### config.mk
export PLATFORM = sky130hd
export DESIGN_NAME = sar_search_ctrl
export DESIGN_NICKNAME = d
export VERILOG_FILES = /design/src/rtl/sar_pkg.sv /design/src/rtl/sar_search_ctrl.sv
export SDC_FILE = /design/constraint.sdc
export NUM_CORES = 1
export LEC_CHECK = 0
export ABC_AREA = 1
export BUFFER_PORTS_ARGS = -buffer_cell sky130_fd_sc_hd__buf_2
export CAP_MARGIN = 20
export CORE_UTILIZATION = 47
export CTS_BUF_LIST = sky130_fd_sc_hd__clkbuf_8
export CTS_CLUSTER_SIZE = 12
export DETAILED_ROUTE_END_ITERATION = 10
export PLACE_DENSITY = 0.75
export SLEW_MARGIN = 30
export SYNTH_ARGS = -nofsm -noshare
export SYNTH_HDL_FRONTEND = slang
export SYNTH_SLANG_ARGS = --single-unit
### constraint.sdc
create_clock -name clk -period 1.2 [get_ports clk]
set_input_delay 0.06 -clock clk [delete_from_list [all_inputs] [get_ports clk]]
set_output_delay 0.06 -clock clk [all_outputs]
set_load 0.01 [all_outputs]
### src/rtl/sar_pkg.sv
// Shared constants and helpers for the successive-approximation search controller.
package sar_pkg;

  localparam int unsigned SAR_WIDTH = 4;

  localparam logic [1:0] ST_IDLE = 2'd0;
  localparam logic [1:0] ST_CMP  = 2'd1;
  localparam logic [1:0] ST_DONE = 2'd2;

  // Bits needed to hold a bit index 0..width-1 (at least one bit).
  function automatic int unsigned sar_idx_w(input int unsigned width);
    int unsigned w;
    w = 0;
    while ((1 << w) < width) w++;
    return (w == 0) ? 1 : w;
  endfunction

endpackage

### src/rtl/sar_search_ctrl.sv
// Successive-approximation search controller, MSB first, driving an external comparator.
// Optional early exit on an equal compare: define SAR_EARLY_EXIT_EN.
module sar_search_ctrl
  import sar_pkg::*;
#(
  parameter int unsigned WIDTH = SAR_WIDTH
) (
  input  logic             clk,
  input  logic             rst,
  input  logic             start,
  input  logic             g_in,
  input  logic             l_in,
  input  logic             e_in,
  output logic [WIDTH-1:0] trial,
  output logic             busy,
  output logic             done,
  output logic [WIDTH-1:0] result,
  output logic             err
);

  localparam int unsigned    IDX_W = sar_idx_w(WIDTH);
  localparam logic [IDX_W-1:0] IDX_TOP = IDX_W'(WIDTH - 1);
  localparam logic [WIDTH-1:0] MSB_ONE = WIDTH'(1) << (WIDTH - 1);

  logic [1:0]       state_q, state_d;
  logic [WIDTH-1:0] trial_q, trial_d;
  logic [WIDTH-1:0] result_q, result_d;
  logic [IDX_W-1:0] idx_q, idx_d;
  logic             busy_q, busy_d;
  logic             done_q, done_d;
  logic             err_q, err_d;

  logic             keep;
  logic             one_hot;
  logic [WIDTH-1:0] acc;

  // Next-state and datapath decisions.
  always_comb begin
    state_d  = state_q;
    trial_d  = trial_q;
    result_d = result_q;
    idx_d    = idx_q;
    err_d    = err_q;
    keep     = g_in | e_in;
    one_hot  = ({g_in, l_in, e_in} == 3'b100) || ({g_in, l_in, e_in} == 3'b010) ||
               ({g_in, l_in, e_in} == 3'b001);
    // Current trial already has zeros below idx; only bit idx is decided here.
    acc        = trial_q;
    acc[idx_q] = keep;

    case (state_q)
      ST_IDLE: begin
        trial_d = '0;
        if (start) begin
          trial_d = MSB_ONE;
          idx_d   = IDX_TOP;
          err_d   = 1'b0;
          state_d = ST_CMP;
        end
      end
      ST_CMP: begin
        if (!one_hot) err_d = 1'b1;
`ifdef SAR_EARLY_EXIT_EN
        if (e_in && one_hot) begin
          result_d = trial_q;
          trial_d  = '0;
          idx_d    = IDX_TOP;
          state_d  = ST_DONE;
        end else
`endif
        if (idx_q == '0) begin
          result_d = acc;
          trial_d  = '0;
          idx_d    = IDX_TOP;
          state_d  = ST_DONE;
        end else begin
          idx_d   = idx_q - IDX_W'(1);
          trial_d = acc | (WIDTH'(1) << (idx_q - IDX_W'(1)));
        end
      end
      ST_DONE: begin
        trial_d = '0;
        state_d = ST_IDLE;
      end
      default: begin
        trial_d = '0;
        state_d = ST_IDLE;
      end
    endcase

    busy_d = (state_d == ST_CMP);
    done_d = (state_d == ST_DONE);
  end

  always_ff @(posedge clk) begin
    if (rst) begin
      state_q  <= ST_IDLE;
      trial_q  <= '0;
      result_q <= '0;
      idx_q    <= IDX_TOP;
      busy_q   <= 1'b0;
      done_q   <= 1'b0;
      err_q    <= 1'b0;
    end else begin
      state_q  <= state_d;
      trial_q  <= trial_d;
      result_q <= result_d;
      idx_q    <= idx_d;
      busy_q   <= busy_d;
      done_q   <= done_d;
      err_q    <= err_d;
    end
  end

  assign trial  = trial_q;
  assign busy   = busy_q;
  assign done   = done_q;
  assign result = result_q;
  assign err    = err_q;

endmodule

==> flow_summary.yaml, run 1 <==
pwr:
  irDropWorstVdd_mv: 0.856
  switchingPower_w: 0.000299
  sw_frac_of_total: 0.266
  power_w: 0.00113
  power_density_nw_per_um2: 1380
  p_leak_nw: 0.400
  p_seq_frac: 0.479
  p_int_w: 0.000827
  combPwrFrac: 0.158
  p_clk_frac: 0.362
synth:
  synth_top_area_share: 0.476
  yosysWarningCount: 0
  syn_nets: 90
  ys_types: 16
  async_reset_ff_frac: 0
  synth_ff_type: "dfxtp_1"
  synth_edf_count: 0
  synth_top_cell_by_area: "dfxtp_1"
  ys_ff_latch: 15
  yosys.cell_count.top_type: "nor2_1"
  syn_inst: 79
  avgSynthCellArea_sq_um: 7.98
  synthTopCellsByCount: "21 x nor2_1, 15 x dfxtp_1, 9 x a21oi_1"
  syn_area_sq_um: 631
  yosys-top-cells-area: "dfxtp_1 48%, nor2_1 13%, ha_1 9.9%"
  ys_seq_area_frac: 0.476
die:
  row_count: 12
  fp.coreArea_sq_um: 1170
  die_w_microns: 38.6
  dieHeight_microns: 38.6
  dieArea_sq_um: 1490
  initial_core_util: 0.538
  pin_count: 17
cts:
  cts_hold_buffers: 0
  clk_pin_slew_ns: 0.06
  cts-root-buf: "clkbuf_8"
  cts_buffers: 3
  ctsLongestPathBuffers: 2
  tritoncts: "yes"
  clock_latency_ns: 0.25
  cts.sinks: 15
  htreeDepth: 1
worst_setup_path:
  crit_path_max_incr_delay_ns: 0.33
  end_kind: "register"
  cp_slowest_cell: "dfxtp_2"
  setup.worst_path.start_class: "register"
  worstPathMaxFanout: 3
  path_class: "reg2reg"
  cp_common_cell: "nor2_1"
  worstPathArrival_ns: 1.28
  cp_cell_sequence: "buf_4, ha_1, nor2_1, a21oi_1, nor2_1, nor2_1"
  critical_path_required_ns: 1.34
placed_design:
  place_worst_setup_slack_ns: -0.00799
  hpwlAfterDp_microns: 924
  io_buffer_count: 16
  gp_congestion: 0.789
sta:
  setup_viol: 0
  fin_crit_ns: 1.14
  rsz0062_at_grt: "yes"
  fin_skew_ns: 0.00352
  hold_slack_ns: 0.0824
  max_slew_margin: 0.833
  fin_crit_sh: 0.951
  hold_viol: 0
  worst_pin_slew_ns: 0.250
  setup_slack_ns: 0.0588
  setup_tns_ns: 0
  clock.fmax_mhz: 876
  drv_slew: 0
drt:
  drc_errors: 0
  highest_layer: "met4"
  routed-via-count: 562
  route.met2.wl_microns: 588
  vias_per_cell: 4.89
  routed-wl-met3_microns: 41
  post_drt_wl_per_cell_microns: 10.8
  drtAntennaViolNets: 0
  drt_iter0_markers: 13
  finalWirelength_microns: 1240
  drt_pass1_iterations: 3
  wl_met1_microns: 598
cells_and_area:
  finalCoreUtilization: 0.694
  drive_gt1_frac: 0.347
  nets: 113
  syn2layout_area_growth_pct: 29.0
  n_antenna_cell: 0
hold_path:
  hp-class: "in2reg"
global_route:
  grt_max_degree: 10
  overflow: 0
  grt_pass1_vias: 495
  track_usage: 0.194
  grt_pass1_wl_microns: 1970
  antenna_found_initial: 0
run_status:
  status: "finished clean"
job:
  cap_violations: 0
[worst max-delay path, delay by kind of cell, from the launching register on]
family	cells	cell delay, ns
adder cells (fa/ha/maj)	1	0.21
AND/OR/NAND/NOR	3	0.29
buffers and inverters	1	0.14
AO/OA/AOI/OAI	1	0.06
flip-flops	1	0.33
[worst paths after layout]
check	slack, ns	cells after the start	to	from
worst max-delay path	0.06	6	trial[1]	idx_q[0]
worst min-delay path	0.08	2	trial[3]	rst
worst max register to register	0.06	6	trial[1]	idx_q[0]
worst min register to register	0.49	2	trial[0]	trial[0]
[final cells by class]
type	count	area (sq um)
Multi-Input combinational cell	56	317
Sequential cell	15	302
Timing Repair Buffer	19	103
Clock buffer	3	41.3
Inverter	7	28.8
Fill cell	89	358
Clock inverter	1	5.00
Tap cell	14	17.5
[logic make-up after synthesis]
| logic type | after synthesis | synth area share |
|---|---|---|
| AND/OR/NAND/NOR | 34 | 0.234 |
| flip-flops | 15 | 0.476 |
| buffers and inverters | 8 | 0.0496 |
| AO/OA/AOI/OAI | 17 | 0.141 |
| adder cells (fa/ha/maj) | 5 | 0.0992 |
[metal layers]
| metal | vias to the layer above | global-route usage |
|---|---|---|
| met5 | - | 0 |
| met2 | 13 | 0.308 |
| met1 | 246 | 0.247 |
| li1 | 301 | - |
| met4 | 0 | 0.0776 |
| met3 | 2 | 0.0520 |
[power groups by stage]
stage	Clock, W	Combinational [W]	Sequential [W]
2_1_floorplan	0	0.0000925	0.000561
3_3_place_gp	0	0.000165	0.000547
3_5_place_dp	0	0.000165	0.000549
6_report	0.000408	0.000178	0.000539
5_1_grt	0.000431	0.000203	0.000542
4_1_cts	0.000411	0.000167	0.000539
[flip-flops by register name, indices dropped and copies added (netlist names)]
signal / cells
idx_q: 2
done: 1
trial: 4
result: 4
state_q: 2
err: 1
busy: 1
[layout by cell type, fill, tap and decap left out]
cell	n
a21oi_1	8
ha_1	4
nand3_2	1
o21ai_1	2
inv_2	3
nor2_2	1
o2111ai_1	1
nand2_1	8
a21oi_2	1
o21ai_0	5
inv_1	3
dfxtp_2	1
nor3_4	1
nor2_1	21
buf_4	3
buf_2	16
clkbuf_8	3
clkinv_2	1
dfxtp_1	14
inv_4	1
nand2_2	1
ha_2	1
nor2_4	1
[timing repair]
item / CTS / global route
buffers inserted: 0 / 0
pin swaps: 0 / 1
resized for setup: 1 / 8
endpoints found under the setup margin: 1 / 6
[through the flow]
| stage | area (sq um) | cells |
|---|---|---|
| floorplan | 632 | 79 |
| global placement | 747 | 111 |
| detailed placement | 747 | 111 |
| CTS | 798 | 115 |
| global route | 813 | 115 |
| finish | 813 | 115 |
No activity file was read; power rests on OpenSTA's default activity.
==> run 2: changes to the inputs <==
--- a/config.mk
+++ b/config.mk
@@ -8,12 +8,12 @@
 export ABC_AREA = 1
 export BUFFER_PORTS_ARGS = -buffer_cell sky130_fd_sc_hd__buf_2
 export CAP_MARGIN = 20
-export CORE_UTILIZATION = 47
-export CTS_BUF_LIST = sky130_fd_sc_hd__clkbuf_8
+export CORE_UTILIZATION = 43
 export CTS_CLUSTER_SIZE = 12
 export DETAILED_ROUTE_END_ITERATION = 10
-export PLACE_DENSITY = 0.75
+export PLACE_DENSITY = 0.7
 export SLEW_MARGIN = 30
 export SYNTH_ARGS = -nofsm -noshare
 export SYNTH_HDL_FRONTEND = slang
 export SYNTH_SLANG_ARGS = --single-unit
+export TNS_END_PERCENT = 10
==> run 2 against run 1 <==
  * Sequential share of layout area rose by 1.7 points
  * Clock power fell by 28%
  * Fmax fell by 1.7%
  * Highest routed layer unchanged
  * Cell count did not move
  * Critical path type unchanged
  * Critical path depth did not move
  * Clock-buffer cell count rose by 1
  * Die area rose by 8.8%
==> flow_summary.yaml, run 2 (synthesis results as in run 1) <==
cts:
  clock_latency_ns: 0.29
  cts_buffers: 3
  cts-root-buf: "clkbuf_4"
  htreeDepth: 1
  postCtsSetupBuffers: 0
  tritoncts: "yes"
  ctsLongestPathBuffers: 2
  clk_pin_slew_ns: 0.09
  cts.sinks: 15
cells_and_area:
  final_common_cell: "nor2_1"
  nets: 112
  finalCoreUtilization: 0.583
  n_antenna_cell: 0
  mostFrequentLayoutCells: "21 x nor2_1, 16 x buf_2, 14 x dfxtp_1, 8 x nand2_1, 8 x a21oi_1"
  drive_gt1_frac: 0.320
  nFillCells: 135
  syn2layout_area_growth_pct: 23.4
sta:
  fin_crit_sh: 0.968
  setup_slack_ns: 0.0387
  drv_slew: 0
  fin_skew_ns: 0.00273
  worst_pin_slew_ns: 0.238
  max_slew_margin: 0.839
  rsz0062_at_grt: "yes"
  clock.fmax_mhz: 861
  hold_viol: 0
  setup_viol: 0
  fin_crit_ns: 1.16
worst_setup_path:
  end_kind: "register"
  setup.worst_path.start_class: "register"
  crit_path_max_incr_delay_ns: 0.35
  worstPathArrival_ns: 1.33
  cp_cell_sequence: "inv_2, ha_1, inv_2, nand3_2, a21oi_1, o21ai_0"
  cp_slowest_cell: "dfxtp_1"
  path_class: "reg2reg"
  critPathTopFamily: "flip-flops"
  worstPathMaxFanout: 4
  critical_path_required_ns: 1.37
  crit_buf_inv: 2
  cp_common_cell: "inv_2"
die:
  dieArea_sq_um: 1620
  fp.coreArea_sq_um: 1330
  die_w_microns: 40.3
  initial_core_util: 0.473
  dieHeight_microns: 40.3
  row_count: 13
  pin_count: 17
global_route:
  overflow: 0
  track_usage: 0.185
  grt_max_degree: 10
  grt_pass1_vias: 459
  grt_pass1_wl_microns: 1950
  antenna_found_initial: 0
job:
  cap_violations: 0
placed_design:
  io_buffer_count: 16
  gp_congestion: 0.840
  hpwlAfterDp_microns: 929
  place_worst_setup_slack_ns: -0.0249
drt:
  drc_errors: 0
  drt_iter0_markers: 11
  vias_per_cell: 4.99
  post_drt_wl_per_cell_microns: 10.6
  drt_pass1_iterations: 4
  routed-via-count: 574
  finalWirelength_microns: 1220
  drtAntennaViolNets: 0
run_status:
  status: "finished clean"
pwr:
  p_leak_nw: 0.384
  power_density_nw_per_um2: 1280
  irDropWorstVdd_mv: 0.615
hold_path:
  hp-class: "in2reg"
[run 2: cell count changes in the layout (fill, tap and decap cells not counted), sizes merged]
| cell | delta |
|---|---|
| clkinv | -1 |
| clkbuf | +1 |
| buf | -1 |
[run 2: final timing paths]
| kind | from | to | slack [ns] | depth (start not counted) |
|---|---|---|---|---|
| setup reg to reg | idx_q[1] | idx_q[0] | 0.04 | 6 |
| hold / removal | e_in | result[0] | 0.02 | 3 |
| setup / recovery | idx_q[1] | idx_q[0] | 0.04 | 6 |
| hold reg to reg | err | err | 0.48 | 2 |
[run 2: cell type report]
cell class,count,area (sq um),share of cell area
clock buffers,4,26.3,0.0338
inverters,7,28.8,0.0370
multi-input cells,56,308,0.395
flip-flops and latches,15,302,0.387
well taps,15,18.8,0.0241
repair buffers,18,95.1,0.122
[run 2: metrics by stage]
| stage | instances | TNS, ns | total power (W) | hold WS [ns] | area (sq um) |
|---|---|---|---|---|---|
| after CTS | 115 | 0 | 0.000995 | 0.0270 | 772 |
| after detailed placement | 111 | -0.0249 | 0.000710 | 0.325 | 741 |
| after global placement | 111 | 0 | 0.000706 | 0.317 | 741 |
| final | 115 | 0 | 0.000998 | 0.0237 | 778 |
| after global routing | 115 | -0.0170 | 0.00106 | 0.0347 | 778 |
| after floorplan | 79 | 0 | 0.000653 | 0.176 | 632 |
[run 2: report_power, final]
| group | switching (W) | total (W) | leakage, nW | internal (W) |
|---|---|---|---|---|
| sequential | 0.0000143 | 0.000538 | 0.122 | 0.000524 |
| combinational | 0.000101 | 0.000168 | 0.247 | 0.0000668 |
| clock | 0.000163 | 0.000292 | 0.0150 | 0.000129 |
| total | 0.000278 | 0.000998 | 0.384 | 0.000720 |
[run 2: what timing repair did]
item / CTS / global route
resized for setup: 1 / 5
pin swaps: 0 / 1
endpoints found under the setup margin: 1 / 6
hold buffers: 0 / 0
[run 2: worst register-to-register path, stage by stage (launching register included)]
cell and delay (ns):
dfxtp_1 0.35, inv_2 0.05, ha_1 0.18, inv_2 0.10, nand3_2 0.11, a21oi_1 0.15, o21ai_0 0.10
[run 2: metal layers]
metal  vias up  GRT usage  routed length, microns
met5         -          0                       0
met4         0     0.0750                      20
met3         4     0.0667                      63
met2        21      0.278                     550
met1       254      0.238                     581
li1        295          -                       -
==> run 3: changes to the inputs <==
--- a/config.mk
+++ b/config.mk
@@ -11,7 +11,9 @@
 export CORE_UTILIZATION = 43
 export CTS_CLUSTER_SIZE = 12
 export DETAILED_ROUTE_END_ITERATION = 10
+export GPL_TIMING_DRIVEN = 0
 export PLACE_DENSITY = 0.7
+export SETUP_SLACK_MARGIN = 0.4
 export SLEW_MARGIN = 30
 export SYNTH_ARGS = -nofsm -noshare
 export SYNTH_HDL_FRONTEND = slang
==> run 3 against run 2 <==
  * Clock power shrank 2%
  * Combinational power is essentially flat
  * Register-to-register slack gained 0.06 ns
  * Clock skew grew 0.0028 ns
  * Critical path depth grew 1
  * Global-route usage shrank 0.38 points
  * Design area grew 3.5%
  * Via count shrank 4.7%
  * Utilization grew 2.1 points
==> flow_summary.yaml, run 3 (synthesis results as in run 1) <==
run_status:
  status: "finished clean"
sta:
  rsz0062_at_grt: "yes"
  setup_slack_ns: 0.0962
  clock.fmax_mhz: 906
  fin_crit_ns: 1.10
  hold_viol: 0
  setup_viol: 0
  fin_skew_ns: 0.00551
  max_slew_margin: 0.839
  setup_tns_ns: 0
  hold_slack_ns: 0.0418
  drv_slew: 0
  fin_crit_sh: 0.920
  worst_pin_slew_ns: 0.238
die:
  dieArea_sq_um: 1620
  row_count: 13
  pin_count: 17
  initial_core_util: 0.473
  die_w_microns: 40.3
  fp.coreArea_sq_um: 1330
  dieHeight_microns: 40.3
cts:
  clock_latency_ns: 0.28
  ctsLongestPathBuffers: 2
  cts_buffers: 3
  tritoncts: "yes"
  clk_pin_slew_ns: 0.09
  htreeDepth: 1
  cts.sinks: 15
  cts-root-buf: "clkbuf_4"
drt:
  post_drt_wl_per_cell_microns: 10.5
  drc_errors: 0
  drt_iter0_markers: 7
  drt_pass1_iterations: 2
  finalWirelength_microns: 1200
  vias_per_cell: 4.80
  drtAntennaViolNets: 0
  routed-via-count: 547
placed_design:
  hpwlAfterDp_microns: 927
  gp_congestion: 0.730
  place_worst_setup_slack_ns: 0.0986
  io_buffer_count: 15
pwr:
  sw_frac_of_total: 0.283
  irDropWorstVdd_mv: 0.742
  p_leak_nw: 0.386
  combPwrFrac: 0.165
  p_seq_frac: 0.550
  power_density_nw_per_um2: 1240
  p_int_w: 0.000716
  p_clk_frac: 0.285
  switchingPower_w: 0.000283
job:
  cap_violations: 0
cells_and_area:
  regArea_sq_um: 308
  finalCoreUtilization: 0.604
  drive_gt1_frac: 0.343
  mostFrequentLayoutCells: "21 x nor2_1, 16 x buf_2, 13 x dfxtp_1, 8 x nand2_1, 8 x a21oi_1"
  final_common_cell: "nor2_1"
  n_antenna_cell: 0
  multi_input_area_sq_um: 328
  nets: 111
  nFillCells: 139
  syn2layout_area_growth_pct: 27.8
hold_path:
  min-delay-start: "e_in"
  hp-class: "in2reg"
global_route:
  grt_pass1_wl_microns: 1870
  track_usage: 0.181
  overflow: 0
  antenna_found_initial: 0
  grt_max_degree: 10
  grt_pass1_vias: 471
worst_setup_path:
  r2r_start: "idx_q[0]"
  critPathLaunch: "idx_q[0]"
  worstPathArrival_ns: 1.28
  path_class: "reg2reg"
  worstPathMaxFanout: 6
  end_kind: "register"
  critical_path_required_ns: 1.37
  setup.worst_path.start_class: "register"
[run 3: cell count changes in the layout (fill, tap and decap cells not counted), sizes merged]
| cell | delta |
|---|---|
| buf | -1 |
| clkinv | +1 |
| clkbuf | -1 |
[run 3: routing by layer]
metal  up-vias  GRT usage  share of wire  wire [microns]
met4         0     0.0750          0.013              16
met3         2     0.0500          0.033              40
met1       242      0.234           0.48             571
met5         -          0              0               0
li1        293          -              -               -
met2        10      0.282           0.47             566
[run 3: critical path, stage by stage, from the launching register on]
cell and delay (ns):
dfxtp_4 0.38, inv_4 0.07, ha_4 0.13, inv_4 0.05, nor2_4 0.14, inv_4 0.07, nor3_2 0.10, nor2_1 0.05
[run 3: per-stage QoR]
| step | power [W] | std cells | cell area [sq um] |
|---|---|---|---|
| floorplan | 0.000671 | 79 | 669 |
| detailed placement | 0.000720 | 109 | 763 |
| global placement | 0.000714 | 109 | 763 |
| global route | 0.00106 | 114 | 806 |
| CTS | 0.00101 | 114 | 806 |
| finish | 0.000999 | 114 | 806 |
[run 3: final cells by class]
cell class,count,share of cell area
Multi-Input combinational cell,56,0.407
Sequential cell,15,0.382
Timing Repair Buffer,16,0.102
Inverter,7,0.0450
Clock buffer,3,0.0280
Tap cell,15,0.0233
Clock inverter,1,0.00621
Buffer,1,0.00621
[run 3: timing repair]
item / 4_1_cts / 5_1_grt
pin swaps: 0 / 0
setup endpoints to repair: 20 / 26
buffers inserted: 1 / 0
gates resized for setup: 3 / 0
hold buffers: 0 / 0
[run 3: path summary, 6_finish.rpt]
path                             endpoint  slack (ns)  cells after the start
worst max register to register  result[0]         0.1                      7
worst min-delay path            result[0]        0.04                      3
worst max-delay path            result[0]         0.1                      7
worst min register to register        err        0.47                      2
[run 3: power groups by stage]
stage | clock network (W) | registers [W] | logic (W)
after floorplan | 0 | 0.000566 | 0.000105
after global placement | 0 | 0.000561 | 0.000153
final | 0.000285 | 0.000549 | 0.000165
after detailed placement | 0 | 0.000563 | 0.000157
after CTS | 0.000290 | 0.000549 | 0.000166
after global routing | 0.000313 | 0.000553 | 0.000189
